==> config.mk <==
export PLATFORM = sky130hd
export DESIGN_NAME = slave1
export DESIGN_NICKNAME = d
export VERILOG_FILES = /design/src/rtl/slave1.sv
export SDC_FILE = /design/constraint.sdc
export NUM_CORES = 1
export LEC_CHECK = 0
export ABC_AREA = 0
export CAP_MARGIN = 20
export CELL_PAD_IN_SITES_DETAIL_PLACEMENT = 1
export CELL_PAD_IN_SITES_GLOBAL_PLACEMENT = 1
export CORE_MARGIN = 2
export CORE_UTILIZATION = 39
export DETAILED_ROUTE_END_ITERATION = 10
export PLACE_DENSITY = 0.83
export SYNTH_ARGS = -nofsm -noshare
export SYNTH_HDL_FRONTEND = slang
export SYNTH_SLANG_ARGS = --single-unit
==> constraint.sdc <==
create_clock -name CLK -period 1.7 [get_ports CLK]
set_clock_uncertainty 0.05 [all_clocks]
set_input_delay 0.17 -clock CLK [delete_from_list [all_inputs] [get_ports CLK]]
set_output_delay 0.17 -clock CLK [all_outputs]
set_load 0.05 [all_outputs]
==> src/rtl/slave1.sv <==
`timescale 1ns/1ps
// -----------------------------------------------------------------------------
// slave1 -- SPI slave, one 8-bit frame, MSB first, compile-time SPI mode.
//
// SCLK, CS and MOSI come from an external master and are asynchronous to CLK.
// Each one goes through the same two-flop synchroniser, so their relative
// ordering is kept. A third SCLK stage supplies the previous level for edge
// detection. The block shifts data_in out on MISO, assembles the received
// byte into rx, and pulses done once per completed frame.
//
// Parameters
//   mode     {CPOL, CPHA}. CPOL is the SCLK idle level. CPHA = 0 samples on
//            the leading edge, CPHA = 1 samples on the trailing edge.
//
// Ports
//   CLK      in   1  system clock, rising edge
//   reset    in   1  synchronous, active-high reset
//   MOSI     in   1  serial data from master (asynchronous)
//   SCLK     in   1  SPI clock from master (asynchronous)
//   CS       in   1  chip select, active low (asynchronous)
//   data_in  in   8  byte to transmit, taken until the first sample of a frame
//   MISO     out  1  serial data to master, MSB first, 0 while deselected
//   done     out  1  one-CLK pulse when the 8th bit has been sampled
//   rx       out  8  last completed received byte
// -----------------------------------------------------------------------------
module slave1 #(
    parameter logic [1:0] mode = 2'd2
) (
    input  logic       CLK,
    input  logic       reset,
    input  logic       MOSI,
    input  logic       SCLK,
    input  logic       CS,
    input  logic [7:0] data_in,
    output logic       MISO,
    output logic       done,
    output logic [7:0] rx
);

    localparam logic CPOL = mode[1];
    localparam logic CPHA = mode[0];

    typedef enum logic {
        ST_IDLE   = 1'b0,
        ST_ACTIVE = 1'b1
    } state_t;

    // Synchroniser stages. Index 0 is the first flop after the pin.
    logic [2:0] sclk_sync_q;
    logic [1:0] cs_sync_q;
    logic [1:0] mosi_sync_q;

    state_t     state_q,    state_d;
    logic [2:0] bit_cnt_q,  bit_cnt_d;
    logic [7:0] tx_q,       tx_d;
    logic [6:0] rx_shift_q, rx_shift_d;
    logic [7:0] rx_q,       rx_d;
    logic       done_q,     done_d;

    logic lead_edge;
    logic trail_edge;
    logic sample_edge;
    logic shift_edge;

    // ---- stage 0-2: input synchronisers ------------------------------------
    // The SCLK stages reset to the idle level so leaving reset never looks
    // like an edge. CS stages reset to "deselected" so MISO stays quiet while
    // the real CS level propagates through.
    always_ff @(posedge CLK) begin
        if (reset) begin
            sclk_sync_q <= {3{CPOL}};
            cs_sync_q   <= 2'b11;
            mosi_sync_q <= 2'b00;
        end else begin
            sclk_sync_q <= {sclk_sync_q[1:0], SCLK};
            cs_sync_q   <= {cs_sync_q[0], CS};
            mosi_sync_q <= {mosi_sync_q[0], MOSI};
        end
    end

    // ---- edge classification -----------------------------------------------
    // Stage 1 is the "current" synced level, stage 2 the previous one. MOSI
    // stage 1 lines up with SCLK stage 1, so a sample edge sees the data bit
    // that was on the pin when the edge happened.
    assign lead_edge   = (sclk_sync_q[2] == CPOL) && (sclk_sync_q[1] != CPOL);
    assign trail_edge  = (sclk_sync_q[2] != CPOL) && (sclk_sync_q[1] == CPOL);
    assign sample_edge = CPHA ? trail_edge : lead_edge;
    assign shift_edge  = CPHA ? lead_edge  : trail_edge;

    // ---- state and datapath registers --------------------------------------
    always_ff @(posedge CLK) begin
        if (reset) begin
            state_q    <= ST_IDLE;
            bit_cnt_q  <= 3'd0;
            tx_q       <= 8'h00;
            rx_shift_q <= 7'h00;
            rx_q       <= 8'h00;
            done_q     <= 1'b0;
        end else begin
            state_q    <= state_d;
            bit_cnt_q  <= bit_cnt_d;
            tx_q       <= tx_d;
            rx_shift_q <= rx_shift_d;
            rx_q       <= rx_d;
            done_q     <= done_d;
        end
    end

    // ---- next-state and datapath logic -------------------------------------
    always_comb begin
        state_d    = state_q;
        bit_cnt_d  = bit_cnt_q;
        tx_d       = tx_q;
        rx_shift_d = rx_shift_q;
        rx_d       = rx_q;
        done_d     = 1'b0;

        case (state_q)
            ST_IDLE: begin
                if (!cs_sync_q[1]) begin
                    state_d = ST_ACTIVE;
                end
            end
            ST_ACTIVE: begin
                if (cs_sync_q[1]) begin
                    state_d = ST_IDLE;
                end
            end
            default: begin
                state_d = ST_IDLE;
            end
        endcase

        // Decisions follow the synced CS directly (state_d) so that an abort
        // takes effect in the same cycle CS is seen high, together with the
        // SCLK edges of that cycle.
        if (state_d == ST_IDLE) begin
            // Deselected, or a frame aborted: forget partial progress but
            // leave rx alone.
            bit_cnt_d = 3'd0;
            tx_d      = data_in;
        end else if (sample_edge) begin
            rx_shift_d = {rx_shift_q[5:0], mosi_sync_q[1]};
            bit_cnt_d  = bit_cnt_q + 3'd1;
            if (bit_cnt_q == 3'd7) begin
                rx_d   = {rx_shift_q, mosi_sync_q[1]};
                done_d = 1'b1;
            end
        end else if (bit_cnt_q == 3'd0) begin
            // No bit of the current frame sampled yet: keep tracking data_in.
            // Any shift edge seen here is ignored, which covers both the
            // first leading edge in CPHA=1 and the trailing edge that follows
            // the 8th sample in CPHA=0, so the new MSB stays presented.
            tx_d = data_in;
        end else if (shift_edge) begin
            tx_d = {tx_q[6:0], 1'b0};
        end
    end

    // ---- outputs -----------------------------------------------------------
    assign MISO = (state_q == ST_ACTIVE) ? tx_q[7] : 1'b0;
    assign done = done_q;
    assign rx   = rx_q;

endmodule

Word level (Yosys, flattened, before mapping)

Cells that the tools add are included.
W data, S select, Z words.

Flip-flop bits (word level): 35
Input port bits: 13
Output and inout port bits: 10
Word-level logic and storage cells: 31

Add/subtract/negate cells: 1
Equality and inequality tests: 3
Multiplexer cells: 7
Bitwise logic cells: 3
Reductions and logical operators: 8

Operators by type and width:

| operator              | count |
|---|---|
| $mux W8               | 4 |
| $reduce_and A2 Y1     | 2 |
| $add A3 B1 Y3 const B | 1 |
| $eq A3 B3 Y1 const B  | 1 |
| $logic_not A3 Y1      | 1 |
| $mux W1               | 3 |
| $ne A3 B1 Y1 const B  | 1 |
| $not A1 Y1            | 3 |
| $reduce_and A3 Y1     | 1 |
| $reduce_or A3 Y1      | 1 |
| $logic_and A1 B1 Y1   | 2 |
| $ne A2 B2 Y1 const B  | 1 |
| $reduce_or A2 Y1      | 1 |

Depth between registers and ports, before layout

Gate-level depths: netlist of the first run.

Word-level depth: 6
Gate-level depth with buffers: 6
Mapped depth without buffers: 6

Worst setup path after synthesis of the first run

Ideal clock, no wire load.

Path kind: register to register
From: reg bit_cnt_q[0]
To: reg tx_q[1]
Setup time: 95 ps
Data arrival time: 1320 ps
Data required time: 1555 ps
Path slack: 234 ps
Stages on the path, launching flop included: 7
Buffers on the path: 0
Period minus slack after synthesis: 1466 ps
Path through: dfxtp_1 inv_1 ha_1 nor2b_2 o21ai_4 nand2b_2 a221oi_1

Longest elaborated chain between the ends: 4
Elaborated cells between the ends (all ways): 6
Classes of those cells: 1 x eq/ne; 3 x mux; 2 x reduce/logical

Ends and longest elaborated chain:

| item                     | line | RTL |
|---|---|---|
| start: declaration       | 54   | `logic [2:0] bit_cnt_q, bit_cnt_d;` |
| start signal: assignment | 101  | `bit_cnt_q <= bit_cnt_d;` |
| $logic_not A3 Y1 *       | 149  | `end else if (bit_cnt_q == 3'd0) begin` |
| $mux W8                  | 149  |  |
| $mux W8                  | 142  | `end else if (sample_edge) begin` |
| $mux W8                  | 137  | `if (state_d == ST_IDLE) begin` |
| end signal: assignment   | 102  | `tx_q <= tx_d;` |
| end: declaration         | 55   | `logic [7:0] tx_q, tx_d;` |

Mark *: on every way between the ends. The rest lies on a longest branch, timed or not. The select of a mux whose other input is x is not followed.
A chain may end at the register's enable or synchronous reset.

Worst setup path after layout of the first run

From: reg bit_cnt_q[0]
To: reg tx_q[7]

Same word-level chain as after synthesis.

==> results of run 1 <==
## power by group
group          internal, W   total, W  leakage, nW  switching, W
Combinational    0.0000531  0.0000942        0.338     0.0000411
Sequential        0.000839   0.000852        0.287     0.0000134
Clock             0.000347   0.000626       0.0482      0.000278
Total              0.00124    0.00157        0.673      0.000333
## Yosys cell counts (all sizes together)
| cell | n | area [sq um] |
|---|---|---|
| dfxtp | 35 | 700.7 |
| nand2 | 24 | 90.09 |
| a21oi | 16 | 80.08 |
| nor2 | 10 | 45.04 |
| mux2i | 9 | 90.09 |
| o21ai | 8 | 51.30 |
| a221oi | 7 | 61.31 |
| or2 | 5 | 31.28 |
| buf | 4 | 22.52 |
| clkbuf | 4 | 15.01 |
| nor2b | 4 | 27.53 |
| ha | 3 | 37.54 |
| nor3 | 3 | 15.01 |
| and2 | 2 | 12.51 |
| inv | 2 | 7.510 |
| nand2b | 2 | 15.02 |
| nand3b | 1 | 7.510 |
| nor3b | 1 | 18.77 |
| or3b | 1 | 8.760 |
| xnor2 | 1 | 8.760 |
## worst max-delay path, stage by stage (launching register included)
cell      delay, ns
dfxtp_2        0.34
inv_1          0.06
ha_1           0.20
nor2b_4        0.14
nor2_4         0.28
mux2i_1        0.14
a221oi_2       0.28
## through the flow
step                      power (W)  area [sq um]  worst slack [ns]
after floorplan           0.0009139          1346            0.2343
after global placement    0.0009536          1607            0.1481
after detailed placement  0.0009591          1607         -0.001474
after CTS                  0.001586          1697           0.03941
after global routing       0.001642          1738           0.02011
final                      0.001572          1738            0.1283
## layout make-up
| type | instances | area, sq um | area share |
|---|---|---|---|
| clock buffer | 6 | 51.30 | 0.02952 |
| clock inverter | 2 | 35.03 | 0.02016 |
| inverter | 2 | 7.507 | 0.004320 |
| multi-input combinational | 97 | 624.3 | 0.3593 |
| sequential | 35 | 703.2 | 0.4046 |
| tap | 46 | 57.56 | 0.03312 |
| timing repair buffer | 30 | 259.0 | 0.1490 |
## path summary, 6_finish.rpt
path                                to  depth (start not counted)
min          mosi_sync_q[0]$_SDFF_PP0_                          2
max reg2reg       tx_q[7]$_SDFFE_PP0P_                          6
max               tx_q[7]$_SDFFE_PP0P_                          6
min reg2reg  sclk_sync_q[1]$_SDFF_PP1_                          1
## per-layer routing
metal,track usage,part of all wire
met4,0.08333,0.023
met3,0.03784,0.029
met5,0,0
met1,0.1943,0.47
met2,0.2608,0.48
## sequential cells by signal (all words and copies together) (netlist names)
| register | cells |
|---|---|
| bit_cnt_q | 3 |
| cs_sync_q | 2 |
| done | 1 |
| mosi_sync_q | 2 |
| rx | 8 |
| rx_shift_q | 7 |
| sclk_sync_q | 3 |
| state_q | 1 |
| tx_q | 8 |
## cells by family after synthesis
| group | Yosys count | share of synthesized area |
|---|---|---|
| simple gates | 53 | 0.2017 |
| flops | 35 | 0.5204 |
| compound gates | 31 | 0.1431 |
| buf+inv | 10 | 0.03345 |
| mux | 9 | 0.06692 |
| fa+ha+maj | 3 | 0.02788 |
| xor+xnor | 1 | 0.006507 |
## layout by cell type, fill, tap and decap left out, drive strengths merged, types with 2 or more instances in the layout
| cell type | instances |
|---|---|
| nor3 | 3 |
| nor2b | 4 |
| a221oi | 7 |
| buf | 15 |
| dfxtp | 35 |
| o21ai | 8 |
| nand2 | 24 |
| a21oi | 16 |
| inv | 2 |
| mux2i | 9 |
| nand2b | 2 |
| and2 | 2 |
| ha | 3 |
| dlygate4sd2 | 3 |
| or2 | 5 |
| nor2 | 10 |
| clkdlybuf4s50 | 12 |
| clkbuf | 6 |
## what timing repair did
item                       in CTS  in global routing
gates resized for setup         3                  6
hold buffers                    0                  0
setup endpoints to repair       4                  6
pin swaps                       1                  5
setup buffers                   1                  2
==> summary.md, run 1 <==
| Metric | Value |
|---|---|
| Avg Vias per Cell | `4.890` |
| Period Utilization, post-route | `0.9245` |
| Chip Width | `62.76 microns` |
| Row count | `21` |
| Fin util | `0.5208` |
| Mapped Cells | `142` |
| Unrepaired setup endpoints after global routing | `false` |
| Cts bufs inserted | `5` |
| Synth Area per Inst | `9.481 sq um` |
| Reg2Reg Setup Slack | `0.13 ns` |
| Crit path launch | `bit_cnt_q[0]$_SDFFE_PP0N_` |
| Crit path DAT | `1.78 ns` |
| Clock transition at path regs | `0.10 ns` |
| Initial Util | `0.4034` |
| Final Net Count | `187` |
| Overflow left after global routing | `0` |
| Chip Height | `62.76 microns` |
| Max Freq | `636.3 MHz` |
| Pre-Repair DR Iteration Count | `3` |
| CTS Buffer Depth | `2` |
| CTS tree | `yes` |
| Final GP Congestion | `0.6854` |
| Tmin final | `1.572 ns` |
| First-pass GRT wire length | `4905 microns` |
| Skew-Pair Late Insertion Delay | `0.34 ns` |
| Via count | `1066` |
| Leak | `0.6733 nW` |
| Critical Path Sink Type | `flip-flop` |
| DR DRC count | `0` |
| Final hold violations | `0` |
| Yosys warnings | `0` |
| H-tree depth | `2` |
| Diodes inserted | `0` |
| Slew HR | `0.6159` |
| Setup tns final | `0 ns` |
| Final setup vio count | `0` |
| WL final | `2832 microns` |
| Hold Crit Class | `input pin to flip-flop` |
| Initial antenna violation count | `0` |
| Worst hold path startpoint | `MOSI` |
| Net Count, Synth | `158` |
| Critical path class | `flip-flop to flip-flop` |
| Seq cells post-synth | `35` |
| DR iter-0 viols | `25` |
| Core area | `3337 sq um` |
| Clock Sinks | `35` |
| Count of cell types in the netlist | `25` |
| Clock Tree Root | `clkbuf_4` |
| Layout cell share with drive strength beyond 1 | `0.2209` |
| Startpoint Class | `flip-flop` |
| IO Port Bufs | `22` |
| Final Slew Violations | `0` |
| PD cells | `904.5 nW/um^2` |
| RR Startpoint | `bit_cnt_q[0]$_SDFFE_PP0N_` |
| Least-Margin Pin Slew | `0.5754 ns` |
| Hold WS | `0.3265 ns` |
| Max-cap violations | `0` |
| Vias in the first global route | `1110` |
| Die area | `3938 sq um` |
| Avg WL per Cell | `12.99 microns` |
| Worst Path Required | `1.91 ns` |
| Run status | `complete, no violations` |
| Worst Path Max Fanout | `8` |
| Post-Syn Area | `1346 sq um` |
| Seq/Total Area, Yosys | `0.5204` |
| Placed cells | `207` |
| Largest net degree at the start of global routing | `22` |
| Peak supply drop | `0.6140 mV` |
| Dpl hpwl | `1979 microns` |
| Ports | `23` |
| Antenna viol nets, final | `0` |
| Area Growth Syn to Fin | `29.09%` |
| Layout fillers | `401` |
| Layout Cells excl Fill | `218` |
| All-Layer GR Usage | `0.1592` |
No activity file was read; power rests on OpenSTA's default activity.
==> inputs of run 2 (changes only) <==
--- a/config.mk
+++ b/config.mk
@@ -6,6 +6,7 @@
 export NUM_CORES = 1
 export LEC_CHECK = 0
 export ABC_AREA = 0
+export ABC_CLOCK_PERIOD_IN_PS = 1700
 export CAP_MARGIN = 20
 export CELL_PAD_IN_SITES_DETAIL_PLACEMENT = 1
 export CELL_PAD_IN_SITES_GLOBAL_PLACEMENT = 1
==> results of run 2 <==
The final DEF is identical to that of run 1; final timing and power are the same.
==> inputs of run 3 (changes only) <==
--- a/config.mk
+++ b/config.mk
@@ -17,3 +17,4 @@
 export SYNTH_ARGS = -nofsm -noshare
 export SYNTH_HDL_FRONTEND = slang
 export SYNTH_SLANG_ARGS = --single-unit
+export TNS_END_PERCENT = 20
==> summary.md, run 3 (synthesized netlist as in run 1, its figures left out) <==
| Metric | Value |
|---|---|
| Final Slew Violations | `0 (unchanged)` |
| Clock transition at path regs | `0.10 ns (about the same)` |
| Skew-Pair Late Insertion Delay | `0.34 ns (about the same)` |
| Final hold violations | `0 (unchanged)` |
| Period Utilization, post-route | `0.9390 (+0.01452)` |
| First-pass GRT wire length | `4940 microns (+0.71%)` |
| Layout cell share with drive strength beyond 1 | `0.2254 (+0.004503)` |
| Slew HR | `0.6127 (-0.003179)` |
| IO Port Bufs | `22 (unchanged)` |
| DR iter-0 viols | `22 (-12%)` |
| WL final | `2924 microns (+3.2%)` |
| Max Freq | `626.4 MHz (-1.5%)` |
| Worst hold path startpoint | `MOSI` |
| Avg Vias per Cell | `4.941 (+1.0%)` |
| Crit-path cells | `inv_1 -> ha_1 -> nor2b_4 -> nor2_4 -> mux2i_1 -> a221oi_1` |
| CTS Buffer Depth | `2 (unchanged)` |
| Peak supply drop | `0.6080 mV (-0.98%)` |
| Largest net degree at the start of global routing | `22 (unchanged)` |
| Chip Height | `62.76 microns (unchanged)` |
| Least-Margin Pin Slew | `0.5801 ns (+0.004762 ns)` |
| Worst R2R Path Depth | `6 (unchanged)` |
| Worst Path Required | `1.89 ns (-0.02 ns)` |
| Hold Path Cell Cnt | `2 (unchanged)` |
| Final GP Congestion | `0.6854 (unchanged)` |
| Critical path class | `flip-flop to flip-flop` |
| Diodes inserted | `0 (unchanged)` |
| Final setup vio count | `0 (unchanged)` |
| Row count | `21 (unchanged)` |
| Critical path buffer and inverter count | `1 (unchanged)` |
| Initial antenna violation count | `0 (unchanged)` |
| Overflow left after global routing | `0 (unchanged)` |
| PD cells | `898.4 nW/um^2 (-0.67%)` |
| Placed cells | `207 (unchanged)` |
| Avg WL per Cell | `13.35 microns (+2.8%)` |
| Top cell family by delay on the critical path | `simple AND/OR/NAND/NOR gates` |
| Crit path DAT | `1.79 ns (about the same)` |
| Vias in the first global route | `1096 (-1.3%)` |
| Pre-Repair DR Iteration Count | `4 (+1)` |
| Via count | `1082 (+1.5%)` |
| Max-cap violations | `0 (unchanged)` |
| Crit path launch | `bit_cnt_q[0]$_SDFFE_PP0N_` |
| DR DRC count | `0 (unchanged)` |
| Area Growth Syn to Fin | `30.02%` |
| Die area | `3938 sq um (unchanged)` |
| Startpoint Class | `flip-flop` |
| Antenna viol nets, final | `0 (unchanged)` |
| Hold Crit Class | `input pin to flip-flop` |
| CP max stage cell | `dfxtp_2` |
| Core area | `3337 sq um (unchanged)` |
| Tmin final | `1.596 ns (+0.02468 ns)` |
| H-tree depth | `2 (unchanged)` |
| Critical Path Sink Type | `flip-flop` |
| Clock Tree Root | `clkbuf_4` |
| Largest stage delay, worst path | `0.34 ns (about the same)` |
| Critical R2R Capture | `tx_q[6]$_SDFFE_PP0P_` |
| Final Net Count | `188 (+0.53%)` |
| Ports | `23 (unchanged)` |
| All-Layer GR Usage | `0.1608 (+0.001535)` |
| Clock Sinks | `35 (unchanged)` |
| Design area | `1750 sq um (+0.72%)` |
| Commonest non-fill, non-tap cell in the layout | `dfxtp_1` |
| Hold EP | `mosi_sync_q[0]$_SDFF_PP0_` |
| Most frequent cells in the layout | `33 x dfxtp_1, 24 x nand2_1, 16 x a21oi_1, 16 x buf_4, 12 x clkdlybuf4s50_1` |
| Cts bufs inserted | `5 (unchanged)` |
| Run status | `complete, no violations` |
| Chip Width | `62.76 microns (unchanged)` |
| Initial Util | `0.4034 (unchanged)` |
| Dpl hpwl | `1979 microns (unchanged)` |
| Leak | `0.6869 nW (+2.0%)` |
| RR Startpoint | `bit_cnt_q[0]$_SDFFE_PP0N_` |
| CTS tree | `yes` |
| Worst Path Max Fanout | `8 (unchanged)` |
| Placed cell areas | `1607 sq um (unchanged)` |
| Layout Cells excl Fill | `219 (+0.46%)` |
| Reg2Reg Setup Slack | `0.10 ns (-0.02 ns)` |
## run 3: cell count changes in the layout (fill, tap and decap cells not counted), sizes merged
| cell | previous run | this run |
|---|---|---|
| buf | 15 | 16 |
## run 3: metrics by stage
step	util	worst slack (ns)	hold WS [ns]	power, W	TNS (ns)
detailed placement	0.4814	-0.001474	0.3487	0.0009591	-0.001474
global placement	0.4814	0.1481	0.3462	0.0009536	0
CTS	0.5077	0.03638	0.3144	0.001586	0
global route	0.5246	-0.01688	0.3333	0.001644	-0.01688
floorplan	-	0.2343	0.2238	0.0009139	0
finish	0.5246	0.1036	0.3275	0.001573	0
## run 3: per-layer routing
| metal | part of all wire | vias up | GRT usage |
|---|---|---|---|
| li1 | - | 543 | - |
| met1 | 0.45 | 514 | 0.1977 |
| met2 | 0.49 | 17 | 0.2621 |
| met3 | 0.034 | 8 | 0.03784 |
| met4 | 0.022 | 0 | 0.08333 |
| met5 | 0 | - | 0 |
## run 3: cell type report
type / instances / area (sq um)
timing repair buffer: 31 / 266.5
clock buffer: 6 / 51.30
multi-input combinational: 97 / 629.4
sequential: 35 / 703.2
fill: 396 / 1587
tap: 46 / 57.56
clock inverter: 2 / 35.03
inverter: 2 / 7.507
## run 3: report_power, final
part	total, W	internal, W	switching (W)
Sequential	0.000852	0.000839	0.0000136
Combinational	0.0000971	0.0000548	0.0000423
Clock	0.000623	0.000347	0.000276
## run 3: how the worst max path moves through the flow
stage                            to  slack [ns]  cells past startpoint
4_1_cts        tx_q[7]$_SDFFE_PP0P_        0.04                      6
5_1_grt        tx_q[6]$_SDFFE_PP0P_       -0.02                      6
6_report       tx_q[6]$_SDFFE_PP0P_        0.10                      6
3_3_place_gp   tx_q[7]$_SDFFE_PP0P_        0.15                      6
3_5_place_dp   tx_q[7]$_SDFFE_PP0P_      -0.001                      6
2_1_floorplan  tx_q[1]$_SDFFE_PP0P_        0.23                      6
## run 3: timing repair
action / 4_1_cts / 5_1_grt
buffers inserted: 0 / 4
gates cloned: 0 / 0
hold endpoints to repair: 0 / 0
resized for setup: 4 / 6
setup endpoints to repair: 4 / 7
hold buffers: 0 / 0
pin swaps: 1 / 6
